### config.mk
export PLATFORM = sky130hd
export DESIGN_NAME = gmii_tx_arbiter
export DESIGN_NICKNAME = d
export VERILOG_FILES = /design/src/rtl/gmii_tx_arbiter.sv
export SDC_FILE = /design/constraint.sdc
export NUM_CORES = 1
export LEC_CHECK = 0
export BUFFER_PORTS_ARGS = -buffer_cell sky130_fd_sc_hd__buf_2
export CORE_ASPECT_RATIO = 1.2
export CORE_MARGIN = 1.5
export CORE_UTILIZATION = 48
export CTS_CLUSTER_DIAMETER = 200
export DETAILED_ROUTE_END_ITERATION = 8
export PLACE_DENSITY = 0.76
export SYNTH_ARGS = -nofsm -noshare
export SYNTH_HDL_FRONTEND = slang
export SYNTH_SLANG_ARGS = --single-unit
### constraint.sdc
create_clock -name gmii_clk -period 4.15 [get_ports gmii_clk]
set_clock_uncertainty 0.05 [all_clocks]
set_input_delay 0.83 -clock gmii_clk [delete_from_list [all_inputs] [get_ports gmii_clk]]
set_output_delay 0.83 -clock gmii_clk [all_outputs]
set_load 0.005 [all_outputs]
### src/rtl/gmii_tx_arbiter.sv
// gmii_tx_arbiter
// Shares one GMII transmit path between two byte-stream frame sources.
// A frame is granted round-robin when the path is idle. The arbiter emits the
// preamble and SFD, then forwards the granted source's bytes with one cycle of
// latency. It then holds tx_en low for the inter-frame gap before the next grant.
// A byte missing during the payload phase is sent as an error byte (0x00 with
// tx_err=1). The frame carries on until the source delivers its last byte.
//
// Ports
//   gmii_clk            125 MHz transmit clock (only clock)
//   rst                 synchronous reset, active-high
//   s0_data/valid/last  source 0 byte stream
//   s0_ready            source 0 byte accepted on valid && ready
//   s1_*                same for source 1
//   gmii_tx_en/err/data registered GMII transmit outputs
//   busy                high whenever the scheduler is not idle
//   grant               owner of the current frame (meaningful while busy)
module gmii_tx_arbiter #(
  parameter int PREAMBLE_LEN = 7,
  parameter int IFG_CYCLES   = 12
) (
  input  logic       gmii_clk,
  input  logic       rst,
  input  logic [7:0] s0_data,
  input  logic       s0_valid,
  input  logic       s0_last,
  output logic       s0_ready,
  input  logic [7:0] s1_data,
  input  logic       s1_valid,
  input  logic       s1_last,
  output logic       s1_ready,
  output logic       gmii_tx_en,
  output logic       gmii_tx_err,
  output logic [7:0] gmii_tx_data,
  output logic       busy,
  output logic       grant
);

  // One shared counter serves both the preamble and the inter-frame gap.
  localparam int CNT_MAX = (PREAMBLE_LEN > IFG_CYCLES) ? PREAMBLE_LEN : IFG_CYCLES;
  localparam int CNT_W   = $clog2(CNT_MAX + 1);

  // The IDLE cycle already loads the first 0x55. The PRE state therefore covers
  // only the remaining PREAMBLE_LEN-1 bytes, and is skipped when PREAMBLE_LEN is 1.
  localparam logic [CNT_W-1:0] PRE_LAST = CNT_W'((PREAMBLE_LEN > 1) ? PREAMBLE_LEN - 2 : 0);
  localparam logic [CNT_W-1:0] IFG_LAST = CNT_W'(IFG_CYCLES - 1);
  localparam logic [7:0]       PRE_BYTE = 8'h55;
  localparam logic [7:0]       SFD_BYTE = 8'hD5;

  typedef enum logic [2:0] {
    ST_IDLE,
    ST_PRE,
    ST_SFD,
    ST_DATA,
    ST_IFG
  } state_t;

  state_t           state_q, state_d;
  logic [CNT_W-1:0] cnt_q, cnt_d;
  logic             grant_q, grant_d;
  logic             last_grant_q, last_grant_d;
  logic             tx_en_q, tx_en_d;
  logic             tx_err_q, tx_err_d;
  logic [7:0]       tx_data_q, tx_data_d;

  logic             g_valid;
  logic             g_last;
  logic [7:0]       g_data;
  logic             data_phase;

  // Round-robin pick: a lone requester wins; on a tie the source that did not
  // send the previous frame wins.
  function automatic logic pick_winner(input logic v0, input logic v1, input logic lg);
    if (v0 && v1) begin
      return ~lg;
    end
    return v1;
  endfunction

  assign g_valid = grant_q ? s1_valid : s0_valid;
  assign g_last  = grant_q ? s1_last  : s0_last;
  assign g_data  = grant_q ? s1_data  : s0_data;

  // Ready is combinational from state so the source sees it in the same cycle
  // that the SFD is on the wire.
  assign data_phase = (state_q == ST_DATA) && !rst;
  assign s0_ready   = data_phase && !grant_q;
  assign s1_ready   = data_phase &&  grant_q;

  always_comb begin
    state_d      = state_q;
    cnt_d        = cnt_q;
    grant_d      = grant_q;
    last_grant_d = last_grant_q;
    tx_en_d      = 1'b0;
    tx_err_d     = 1'b0;
    tx_data_d    = 8'h00;
    case (state_q)
      ST_IDLE: begin
        if (s0_valid || s1_valid) begin
          grant_d   = pick_winner(s0_valid, s1_valid, last_grant_q);
          state_d   = (PREAMBLE_LEN > 1) ? ST_PRE : ST_SFD;
          cnt_d     = '0;
          tx_en_d   = 1'b1;
          tx_data_d = PRE_BYTE;
        end
      end
      ST_PRE: begin
        tx_en_d   = 1'b1;
        tx_data_d = PRE_BYTE;
        if (cnt_q == PRE_LAST) begin
          state_d = ST_SFD;
        end else begin
          cnt_d = cnt_q + CNT_W'(1);
        end
      end
      ST_SFD: begin
        tx_en_d   = 1'b1;
        tx_data_d = SFD_BYTE;
        state_d   = ST_DATA;
      end
      ST_DATA: begin
        tx_en_d = 1'b1;
        if (g_valid) begin
          tx_data_d = g_data;
          if (g_last) begin
            state_d      = ST_IFG;
            cnt_d        = '0;
            last_grant_d = grant_q;
          end
        end else begin
          // Underrun: keep the frame going but mark this byte as corrupt.
          tx_err_d = 1'b1;
        end
      end
      ST_IFG: begin
        if (cnt_q == IFG_LAST) begin
          state_d = ST_IDLE;
        end else begin
          cnt_d = cnt_q + CNT_W'(1);
        end
      end
      default: begin
        state_d = ST_IDLE;
      end
    endcase
  end

  always_ff @(posedge gmii_clk) begin
    if (rst) begin
      state_q      <= ST_IDLE;
      cnt_q        <= '0;
      grant_q      <= 1'b0;
      last_grant_q <= 1'b1;
      tx_en_q      <= 1'b0;
      tx_err_q     <= 1'b0;
      tx_data_q    <= 8'h00;
    end else begin
      state_q      <= state_d;
      cnt_q        <= cnt_d;
      grant_q      <= grant_d;
      last_grant_q <= last_grant_d;
      tx_en_q      <= tx_en_d;
      tx_err_q     <= tx_err_d;
      tx_data_q    <= tx_data_d;
    end
  end

  assign gmii_tx_en   = tx_en_q;
  assign gmii_tx_err  = tx_err_q;
  assign gmii_tx_data = tx_data_q;
  assign busy         = (state_q != ST_IDLE);
  assign grant        = grant_q;

endmodule

* Word-level counts from Yosys, hierarchy flattened
Index checks and enable logic that the tools add are counted.
Storage, ports and cells: flip-flop bits (word level) 19, logic and storage cells 65, output and inout bits 14, bits of input ports 22
Cells by class: multiplexer cells 26, equality and inequality tests 13, reductions and logical operators 16, add/sub/neg operators 1, bitwise gates (word level) 2
Operators with widths (count):
- one-hot mux 8 bit (4 select lines) | 1
- 2-to-1 mux 4 bit | 5
- 2-to-1 mux 8 bit | 2
- one-hot mux 4 bit (4 select lines) | 1
- 2-to-1 mux 3 bit | 5
- one-hot mux 3 bit (5 select lines) | 1
- inequality test 2 bit, second input constant | 7
- 2-to-1 mux 1 bit | 9
- 2-to-1 mux 7 bit | 1
- == test 3 x 2 -> 1 bit, second input constant | 2
- AND reduction 6 bit | 1
- AND reduction 5 bit | 1
- adder 4 x 1 -> 4 bit, second input constant | 1
- == test 4 x 3 -> 1 bit, second input constant | 1
- == test 4 bit, second input constant | 1
- logical AND 1 bit | 4
- nonzero test 4 bit | 1
- == test 3 x 1 -> 1 bit, second input constant | 1
- == test 3 bit, second input constant | 1
- logical NOT 3 bit | 1
- AND reduction 3 bit | 1
- nonzero test 3 bit | 1
- OR reduction 3 bit | 1
- logical NOT 1 bit | 2
- 5 further kinds | 6

* Logic depth before layout (Yosys ltp)
Gate-level depths: netlist of the first run.
depth in word-level cells 5, gate-level depth with buffers 6, mapped depth without buffers 6

* Least setup slack after synthesis of the first run
Ideal clock, no wire load.
path kind input to output, from in rst, to out s1_ready, buffers on the path 1, slack 2.040 ns, cell stages on the path 3, arrival time 1.230 ns, required time 3.270 ns, cells stage by stage buf_2 nor2_1 and2_1
On the way: word-level cells in the longest chain between the ends 3
Ends and longest elaborated chain:
- start, declared | RTL line 23 | input logic rst,
- logical NOT 1 bit | RTL line 86 | assign data_phase = (state_q == ST_DATA) && !rst;
- logical AND 1 bit | RTL line 86
- logical AND 1 bit | RTL line 88 | assign s1_ready = data_phase && grant_q;
- end, declared | RTL line 31 | output logic s1_ready,
No other way between the ends.

* Final worst setup path of the first run
from reg state_q[1], to out s1_ready
On the way: word-level cells in the longest chain between the ends 3
Ends and longest elaborated chain:
- start, declared | RTL line 58 | state_t state_q, state_d;
- start signal, assigned | RTL line 159 | state_q <= state_d;
- == test 3 x 2 -> 1 bit | RTL line 86
- logical AND 1 bit | RTL line 86
- logical AND 1 bit | RTL line 88
No other way between the ends.

==> results.toml, run 1 <==
[synthesis]
synth_edf_count = 0
synth_top_area_share_pct = 39.1
yosysUniqueCellTypes = 40
synthSimpleGateAreaFrac_pct = 23.0
synth_top_family_by_area = "simple AND/OR/NAND/NOR gates"
yosys.area.top_type = "dfxtp_1"
yosysWarnings = 0
syn_nets = 133
synth.avg_cell_area_um2 = 8.93
synth-compound-area-share_pct = 19.0
synth_seq_cells = 19
syn_inst = 109
synth_fa_ha_area_share_pct = 2.57
synth_area_leaders = "dfxtp_1, mux2_2, nand2_1"
yosysMostFrequentCell = "dfxtp_1"
ys_seq_area_share_pct = 39.1
synth_top_flop_cell = "dfxtp_1"
netlist_area_um2 = 973
synthArstFlopShare_pct = 0
synth-xor-area-share_pct = 0.900
synth_mux_area_share_pct = 8.87
yosys-top-cells-count = "dfxtp_1, nand2_1, nor2_1"

[final_layout]
antennaDiodeCount = 0
fin_nets = 166
fin_cells = 160
area_delta_synth_final_pct = 18.9
drive_gt1_share_pct = 34.8
fin_area_um2 = 1160

[placed_design]
place.gp.congestion = 0.856
dp_cells = 156
post-dp-hpwl_um = 1670
place.port_buffers = 35
placed_area_um2 = 1130

[clock_tree]
numCtsBuffers = 3
cts_setup_buffers = 0
cts_tree = "done"
clkSinkCount = 19
clockBufferDepth = 2
h-tree-depth = 1
clkSlewWorstSetupHoldPaths_ns = 0.11
cts-resized-gates = 0
cts_hold_buffers = 0
worstSkewPairLatency_ns = 0.30
root_buffer = "clkbuf_4"

[sta]
rsz0062_at_grt = "no"
slew_headroom_pct = 57.8
setup_violations = 0
worst_pin_slew_ns = 0.632
slew_viol_final = 0
min_period_over_period_pct = 58.8
final.setup.tns_ns = 0
period_needed_ns = 2.44
fmax_mhz = 409
hold_viol = 0

[worst_hold_path]
hold_path_class = "reg2reg"

[worst_setup_path]
path_class = "reg2out"
arrival_ns = 1.56
critPathMaxStageDelay_ns = 0.60
worstPathCellList = "nand3b_1 > nor2_1 > and2_1 > buf_2"
worst-endpoint-required_ns = 3.27
crit_path_end_kind = "output port"
path_max_fanout = 13
startpoint_type = "register"
slowest_stage = "dfxtp_1"

[grt]
gr-max-usage-layer = "met2"
gr-total-overflow = 0
grt_max_degree = 17
grt_pass1_vias = 851
antenna_found_initial = 0
gr-usage-met1_pct = 24.9
use_met3_pct = 3.79
gr-usage-all-layers_pct = 20.9
use_met2_pct = 33.8
grt_pass1_wl_um = 3540

[power_and_ir_drop]
total_power_mw = 0.335
internal-power_mw = 0.251
ir_drop_mv = 0.219
p_sw_share_pct = 25.2
power.static_leakage_nw = 0.516
p_seq_share_pct = 58.2
combPwrFrac_pct = 13.7
clkPwrFrac_pct = 28.1
powerDensity_nw_per_um2 = 290
p_switching_mw = 0.0844

[route]
drc = 0
totalWireLength_um = 2190
drt_iter0_drc = 18
viasPerCell = 5.77
vias = 923
dr.pass1.iters = 4
post_drt_wl_per_cell_um = 13.7
ant_nets = 0

[die]
die_area_um2 = 2310
core_um2 = 1870
rows = 17
initial_utilization_pct = 52.0
io_pins = 36
die_x_um = 44.1
die_h_um = 52.3

[flow_run]
cap_violations = 0

[run_status]
status = "completed"
## sequential cells by signal, summed over array words and instances (netlist names)
signal,count
gmii_tx_data,8
cnt_q,4
state_q,3
gmii_tx_en,1
gmii_tx_err,1
grant,1
last_grant_q,1
## worst paths after layout
check	start	cells after the start	to	slack [ns]
max	state_q[1]	4	s1_ready	1.71
min	last_grant_q	1	last_grant_q	0.42
max reg2reg	grant	4	last_grant_q	2.22
min reg2reg	last_grant_q	1	last_grant_q	0.42
## cell type report
class	count	area [um^2]
multi-input combinational	77	529
tap	19	23.8
sequential	19	380
clock buffer	4	26.3
timing repair buffer	35	175
fill	170	714
inverter	6	22.5
## power by group through the flow
| stage | sequential [mW] | clock [mW] | combinational, mW |
|---|---|---|---|
| finish | 0.195 | 0.0942 | 0.0459 |
| global placement | 0.199 | 0 | 0.0448 |
| global route | 0.196 | 0.104 | 0.0510 |
| detailed placement | 0.199 | 0 | 0.0459 |
| floorplan | 0.196 | 0 | 0.0299 |
| CTS | 0.195 | 0.0976 | 0.0460 |
## metal layers
| layer | up-vias | share of wire [%] |
|---|---|---|
| met5 | - | 0 |
| met4 | 0 | 2.3 |
| met3 | 6 | 5.4 |
| met2 | 36 | 49 |
| met1 | 422 | 43 |
| li1 | 459 | - |
## logic make-up (layout without fill, tap and decap cells)
family                     Yosys count  after routing
AOI/OAI and AO/OA                   25             25
muxes                                8              8
buffers and inverters               13             45
DFF                                 19             19
xor gates and xnor gates             1              1
adders and majority gates            2              2
and+or+nand+nor                     41             41
## worst max-delay path: cells and delay by family, from the launching register on
| kind | cells | cell delay [ns] |
|---|---|---|
| AND/OR/NAND/NOR | 3 | 0.56 |
| flip-flops | 1 | 0.60 |
| buffers and inverters | 1 | 0.11 |
## metrics by stage
stage | util [%] | hold WS [ns] | setup WS, ns
floorplan | - | 0.376 | 2.04
global placement | 60.4 | 0.397 | 1.92
detailed placement | 60.4 | 0.395 | 1.92
CTS | 61.8 | 0.422 | 1.73
global route | 61.8 | 0.449 | 1.57
finish | 61.8 | 0.420 | 1.71
## placed cells by master, fill, tap and decap left out
master / n
nor3b_1: 1
or4_1: 1
inv_1: 6
a21boi_0: 1
o21ai_0: 1
nor3_1: 5
nand2b_1: 1
ha_1: 2
and3_1: 2
o32a_1: 1
a32oi_1: 2
nand3b_1: 1
nand2_1: 10
a21o_2: 1
nand3_1: 2
dfxtp_1: 19
and2_1: 1
or2_2: 1
mux2i_1: 3
mux2_2: 5
clkbuf_1: 1
a21oi_1: 6
clkbuf_4: 3
or3_4: 2
nor4bb_1: 1
a211o_2: 1
nor4_1: 2
buf_2: 35
nor2b_1: 3
a21o_1: 3
a31o_2: 1
nor2_1: 7
a211oi_1: 2
o311ai_0: 2
o41ai_1: 2
or2b_1: 1
o32ai_1: 1
o22ai_1: 1
xnor2_1: 1
Note: power is estimated with default switching activity, not from simulation.
==> inputs of run 2 (changes only) <==
--- a/config.mk
+++ b/config.mk
@@ -8,10 +8,10 @@
 export BUFFER_PORTS_ARGS = -buffer_cell sky130_fd_sc_hd__buf_2
 export CORE_ASPECT_RATIO = 1.2
 export CORE_MARGIN = 1.5
-export CORE_UTILIZATION = 48
+export CORE_UTILIZATION = 43
 export CTS_CLUSTER_DIAMETER = 200
 export DETAILED_ROUTE_END_ITERATION = 8
-export PLACE_DENSITY = 0.76
+export PLACE_DENSITY = 0.72
 export SYNTH_ARGS = -nofsm -noshare
 export SYNTH_HDL_FRONTEND = slang
 export SYNTH_SLANG_ARGS = --single-unit
==> constraint.sdc (replaced) <==
create_clock -name gmii_clk -period 2.2 [get_ports gmii_clk]
set_clock_uncertainty 0.05 [all_clocks]
set_input_delay 0.44 -clock gmii_clk [delete_from_list [all_inputs] [get_ports gmii_clk]]
set_output_delay 0.44 -clock gmii_clk [all_outputs]
set_load 0.005 [all_outputs]
==> run 2 against run 1 <==
Net effect:
- wire length fell by 8.4%
- setup slack got worse by 1.6 ns
- critical path depth stayed put
- critical path type unchanged
- critical endpoint unchanged
- largest cell class unchanged
- highest routed layer unchanged
==> results.toml, run 2 (synthesis gave the netlist of run 1 again) <==
[placed_design]
post-dp-hpwl_um = 1550
placed_area_um2 = 1150
place.gp.congestion = 0.784
place_ws_ns = 0.372
place.port_buffers = 35

[sta]
fmax_mhz = 488
setup_violations = 0
period_needed_ns = 2.05
worst_slack_ns = 0.151
final.setup.tns_ns = 0
worst_pin_slew_ns = 0.550
slew_headroom_pct = 63.1
min_period_over_period_pct = 93.1
rsz0062_at_grt = "no"
slew_viol_final = 0
hold_viol = 0

[worst_setup_path]
path_class = "reg2out"
worst-r2r-cell-count = 5
slowest_stage = "dfxtp_1"
arrival_ns = 1.56
cp.depth = 4
worst-endpoint-required_ns = 1.71
path_max_fanout = 13
startpoint_type = "register"
path_buf_inv = 1
worstReg2RegStart = "cnt_q[0]"
critPathMaxStageDelay_ns = 0.60
crit_family = "flip-flops"
worstPathCellList = "nand3b_1 > nor2_1 > and2_1 > buf_2"
crit_start = "state_q[1]"
crit_path_end_kind = "output port"

[power_and_ir_drop]
power.static_leakage_nw = 0.524
p_sw_share_pct = 25.4
p_switching_mw = 0.160
powerDensity_nw_per_um2 = 535
p_seq_share_pct = 57.8
internal-power_mw = 0.471
clkPwrFrac_pct = 28.1
combPwrFrac_pct = 14.1
ir_drop_mv = 0.428

[route]
post_drt_wl_per_cell_um = 11.7
drc = 0
drt_iter0_drc = 9
ant_nets = 0
totalWireLength_um = 2010
dr.pass1.iters = 2
viasPerCell = 5.09
vias = 876

[worst_hold_path]
min_from = "s0_data[5]"
hold_path_class = "in2reg"
min_path_cells = 3

[final_layout]
layout_commonest_cell = "buf_2"
final_cell_mix = "buf_2, dfxtp_1, nand2_1, nor2_1"
fin_nets = 167
area_delta_synth_final_pct = 21.2
drive_gt1_share_pct = 35.9
fin_area_um2 = 1180
fin_util_pct = 56.3
antennaDiodeCount = 0
largest_reg_flops = 8

[grt]
gr-total-overflow = 0
grt_pass1_wl_um = 3220
grt_pass1_vias = 796
antenna_found_initial = 0
grt_max_degree = 14
gr-usage-all-layers_pct = 17.5

[clock_tree]
root_buffer = "clkbuf_4"
worstSkewPairLatency_ns = 0.30
cts_setup_buffers = 0
cts_hold_buffers = 0
clkSlewWorstSetupHoldPaths_ns = 0.11
numCtsBuffers = 3
cts-resized-gates = 0
h-tree-depth = 1
clkSinkCount = 19
cts_tree = "done"
clockBufferDepth = 2

[die]
core_um2 = 2090
io_pins = 36
die_area_um2 = 2560
die_h_um = 55.1
initial_utilization_pct = 46.5
rows = 18
die_x_um = 46.4

[flow_run]
cap_violations = 0

[run_status]
status = "completed"
run 2: per-stage QoR:
step / total power, mW / cells / hold slack (ns)
global placement: 0.460 / 168 / 0.404
detailed placement: 0.462 / 168 / 0.405
floorplan: 0.426 / 109 / 0.376
global route: 0.663 / 172 / 0.326
finish: 0.632 / 172 / 0.315
CTS: 0.636 / 172 / 0.312
run 2: power by group through the flow:
stage          clock, mW  sequential (mW)  combinational, mW
2_1_floorplan          0            0.370             0.0565
3_3_place_gp           0            0.372             0.0881
3_5_place_dp           0            0.372             0.0893
4_1_cts            0.181            0.365             0.0900
5_1_grt            0.196            0.367              0.100
6_report           0.177            0.365             0.0891
run 2: metal layers:
metal / routed length [um] / vias to the layer above / share of wire, % / track usage [%]
li1: - / 458 / - / -
met1: 951 / 386 / 47 / 21.7
met2: 924 / 28 / 46 / 29.2
met3: 101 / 4 / 5.0 / 3.25
met4: 28 / 0 / 1.4 / 7.62
met5: 0 / - / 0 / 0
run 2: path summary, 6_finish.rpt:
path | end | slack [ns]
max | s1_ready | 0.15
min | gmii_tx_data[5] | 0.31
max reg2reg | cnt_q[1] | 0.34
min reg2reg | last_grant_q | 0.44
run 2: layout make-up:
type | count | area (um^2)
inverters | 6 | 22.5
well taps | 30 | 37.5
multi-input cells | 77 | 529
clock inverters | 1 | 5.00
fillers | 198 | 915
flip-flops and latches | 19 | 380
clock buffers | 3 | 22.5
repair buffers | 36 | 183
run 2: tightest hold or removal path, cell delays in order:
cell,delay (ns)
buf_2,0.07
mux2i_1,0.05
nor2_1,0.07
==> inputs of run 3 (changes only) <==
--- a/config.mk
+++ b/config.mk
@@ -8,10 +8,10 @@
 export BUFFER_PORTS_ARGS = -buffer_cell sky130_fd_sc_hd__buf_2
 export CORE_ASPECT_RATIO = 1.2
 export CORE_MARGIN = 1.5
-export CORE_UTILIZATION = 43
+export CORE_UTILIZATION = 35
 export CTS_CLUSTER_DIAMETER = 200
 export DETAILED_ROUTE_END_ITERATION = 8
-export PLACE_DENSITY = 0.72
+export PLACE_DENSITY = 0.6
 export SYNTH_ARGS = -nofsm -noshare
 export SYNTH_HDL_FRONTEND = slang
 export SYNTH_SLANG_ARGS = --single-unit
==> run 3 against run 2 <==
Net effect:
- count of clock-buffer cells in the layout unchanged
- setup slack better by 0.016 ns
- first-iteration DRC count decreased by 33%
- combinational power about the same
- clock power increased by 3%
- power up 0.98%
- sequential power barely moved
- flip-flop and latch count did not move
- largest cell class unchanged
- highest routed layer unchanged
==> results.toml, run 3 (synthesis gave the netlist of run 1 again) <==
[die]
io_pins = 36
die_x_um = 51.1
die_h_um = 60.8
core_um2 = 2580
die_area_um2 = 3110
rows = 20
initial_utilization_pct = 37.8

[clock_tree]
root_buffer = "clkbuf_4"
h-tree-depth = 1
numCtsBuffers = 3
clkSlewWorstSetupHoldPaths_ns = 0.11
cts_setup_buffers = 0
worstSkewPairLatency_ns = 0.31
cts_hold_buffers = 0
cts_tree = "done"
clockBufferDepth = 2
clkSinkCount = 19

[worst_setup_path]
r2r_end = "cnt_q[3]"
arrival_ns = 1.54
path_max_fanout = 12
worst-endpoint-required_ns = 1.71
crit_path_end_kind = "output port"
startpoint_type = "register"
r2r_slack_ns = 0.33
worst-r2r-cell-count = 4
crit_start = "state_q[0]"
worstReg2RegStart = "state_q[0]"
path_class = "reg2out"

[sta]
slew_headroom_pct = 62.8
hold_viol = 0
setup_violations = 0
rsz0062_at_grt = "no"
min_period_over_period_pct = 92.4
period_needed_ns = 2.03
final.setup.tns_ns = 0
slew_viol_final = 0
fmax_mhz = 492
worst_pin_slew_ns = 0.554

[grt]
grt_max_degree = 14
gr-total-overflow = 0
grt_pass1_vias = 837
antenna_found_initial = 0
grt_pass1_wl_um = 3380
gr-usage-all-layers_pct = 14.8

[route]
viasPerCell = 5.18
vias = 907
drc = 0
drt_iter0_drc = 6
dr.pass1.iters = 4
post_drt_wl_per_cell_um = 12.2
totalWireLength_um = 2130
ant_nets = 0

[placed_design]
place.gp.congestion = 0.779
post-dp-hpwl_um = 1670
placed_area_um2 = 1160
place.port_buffers = 35

[final_layout]
drive_gt1_share_pct = 36.6
layout_commonest_cell = "buf_2"
fillCellCount = 269
fin_nets = 167
regArea_um2 = 382
largest_reg_flops = 8
final_cell_mix = "buf_2, dfxtp_1, nand2_1, nor2_1"
multi_input_comb_area_um2 = 529
fin_area_um2 = 1180
antennaDiodeCount = 0
area_delta_synth_final_pct = 21.7

[flow_run]
cap_violations = 0

[power_and_ir_drop]
total_power_mw = 0.638
ir_drop_mv = 0.303
power.static_leakage_nw = 0.525
powerDensity_nw_per_um2 = 538

[run_status]
status = "completed"

[worst_hold_path]
hold_path_class = "in2reg"
min_path_cells = 3
min_from = "s0_data[3]"
min_to = "gmii_tx_data[3]"
-- run 3: cell types whose count changed in the layout (fill, tap and decap cells not counted) --
cell / previous run / this run
dfxtp_2: 0 / 1
dfxtp_1: 19 / 18
-- run 3: stage by stage --
step / cells / setup slack (ns) / hold slack [ns] / util (%)
6_report: 175 / 0.167 / 0.305 / 46.0
2_1_floorplan: 109 / 0.507 / 0.376 / -
4_1_cts: 175 / 0.137 / 0.314 / 45.9
3_3_place_gp: 171 / 0.416 / 0.413 / 44.9
3_5_place_dp: 171 / 0.373 / 0.422 / 44.9
5_1_grt: 175 / 0.00836 / 0.311 / 46.0
-- run 3: routing by layer --
metal | global-route usage (%) | vias to the layer above | wire (um)
met4 | 9.65 | 0 | 68
met2 | 25.2 | 32 | 984
met1 | 16.5 | 406 | 958
li1 | - | 462 | -
met5 | 0 | - | 0
met3 | 3.69 | 7 | 116
-- run 3: worst max-delay path, stage by stage (launching register included) --
cell and delay (ns):
dfxtp_1 0.56, nand3b_1 0.26, nor2_1 0.18, and2_1 0.14, buf_2 0.10
-- run 3: timing repair --
action | in CTS | in global routing
resized for setup | 0 | 1
hold endpoints to repair | 0 | 0
setup endpoints to repair | 0 | 1
-- run 3: layout make-up --
class / instances / area share, %
timing repair buffer: 36 / 15.4
clock inverter: 1 / 0.422
multi-input combinational: 77 / 44.7
tap: 33 / 3.48
sequential: 19 / 32.2
clock buffer: 3 / 1.90
inverter: 6 / 1.90
-- run 3: power breakdown --
group          leakage (nW)  internal (mW)  switching, mW
Clock                0.0177         0.0680          0.115
Combinational         0.351         0.0488         0.0404
Sequential            0.156          0.355         0.0106
Total                 0.525          0.472          0.166
-- run 3: worst max path at each step --
| stage | depth (start not counted) | slack [ns] | endpoint |
|---|---|---|---|
| global route | 4 | 0.008 | s1_ready |
| finish | 4 | 0.17 | s1_ready |
| CTS | 4 | 0.14 | s1_ready |
| floorplan | 6 | 0.51 | cnt_q[3] |
| detailed placement | 4 | 0.37 | cnt_q[3] |
| global placement | 5 | 0.42 | cnt_q[3] |
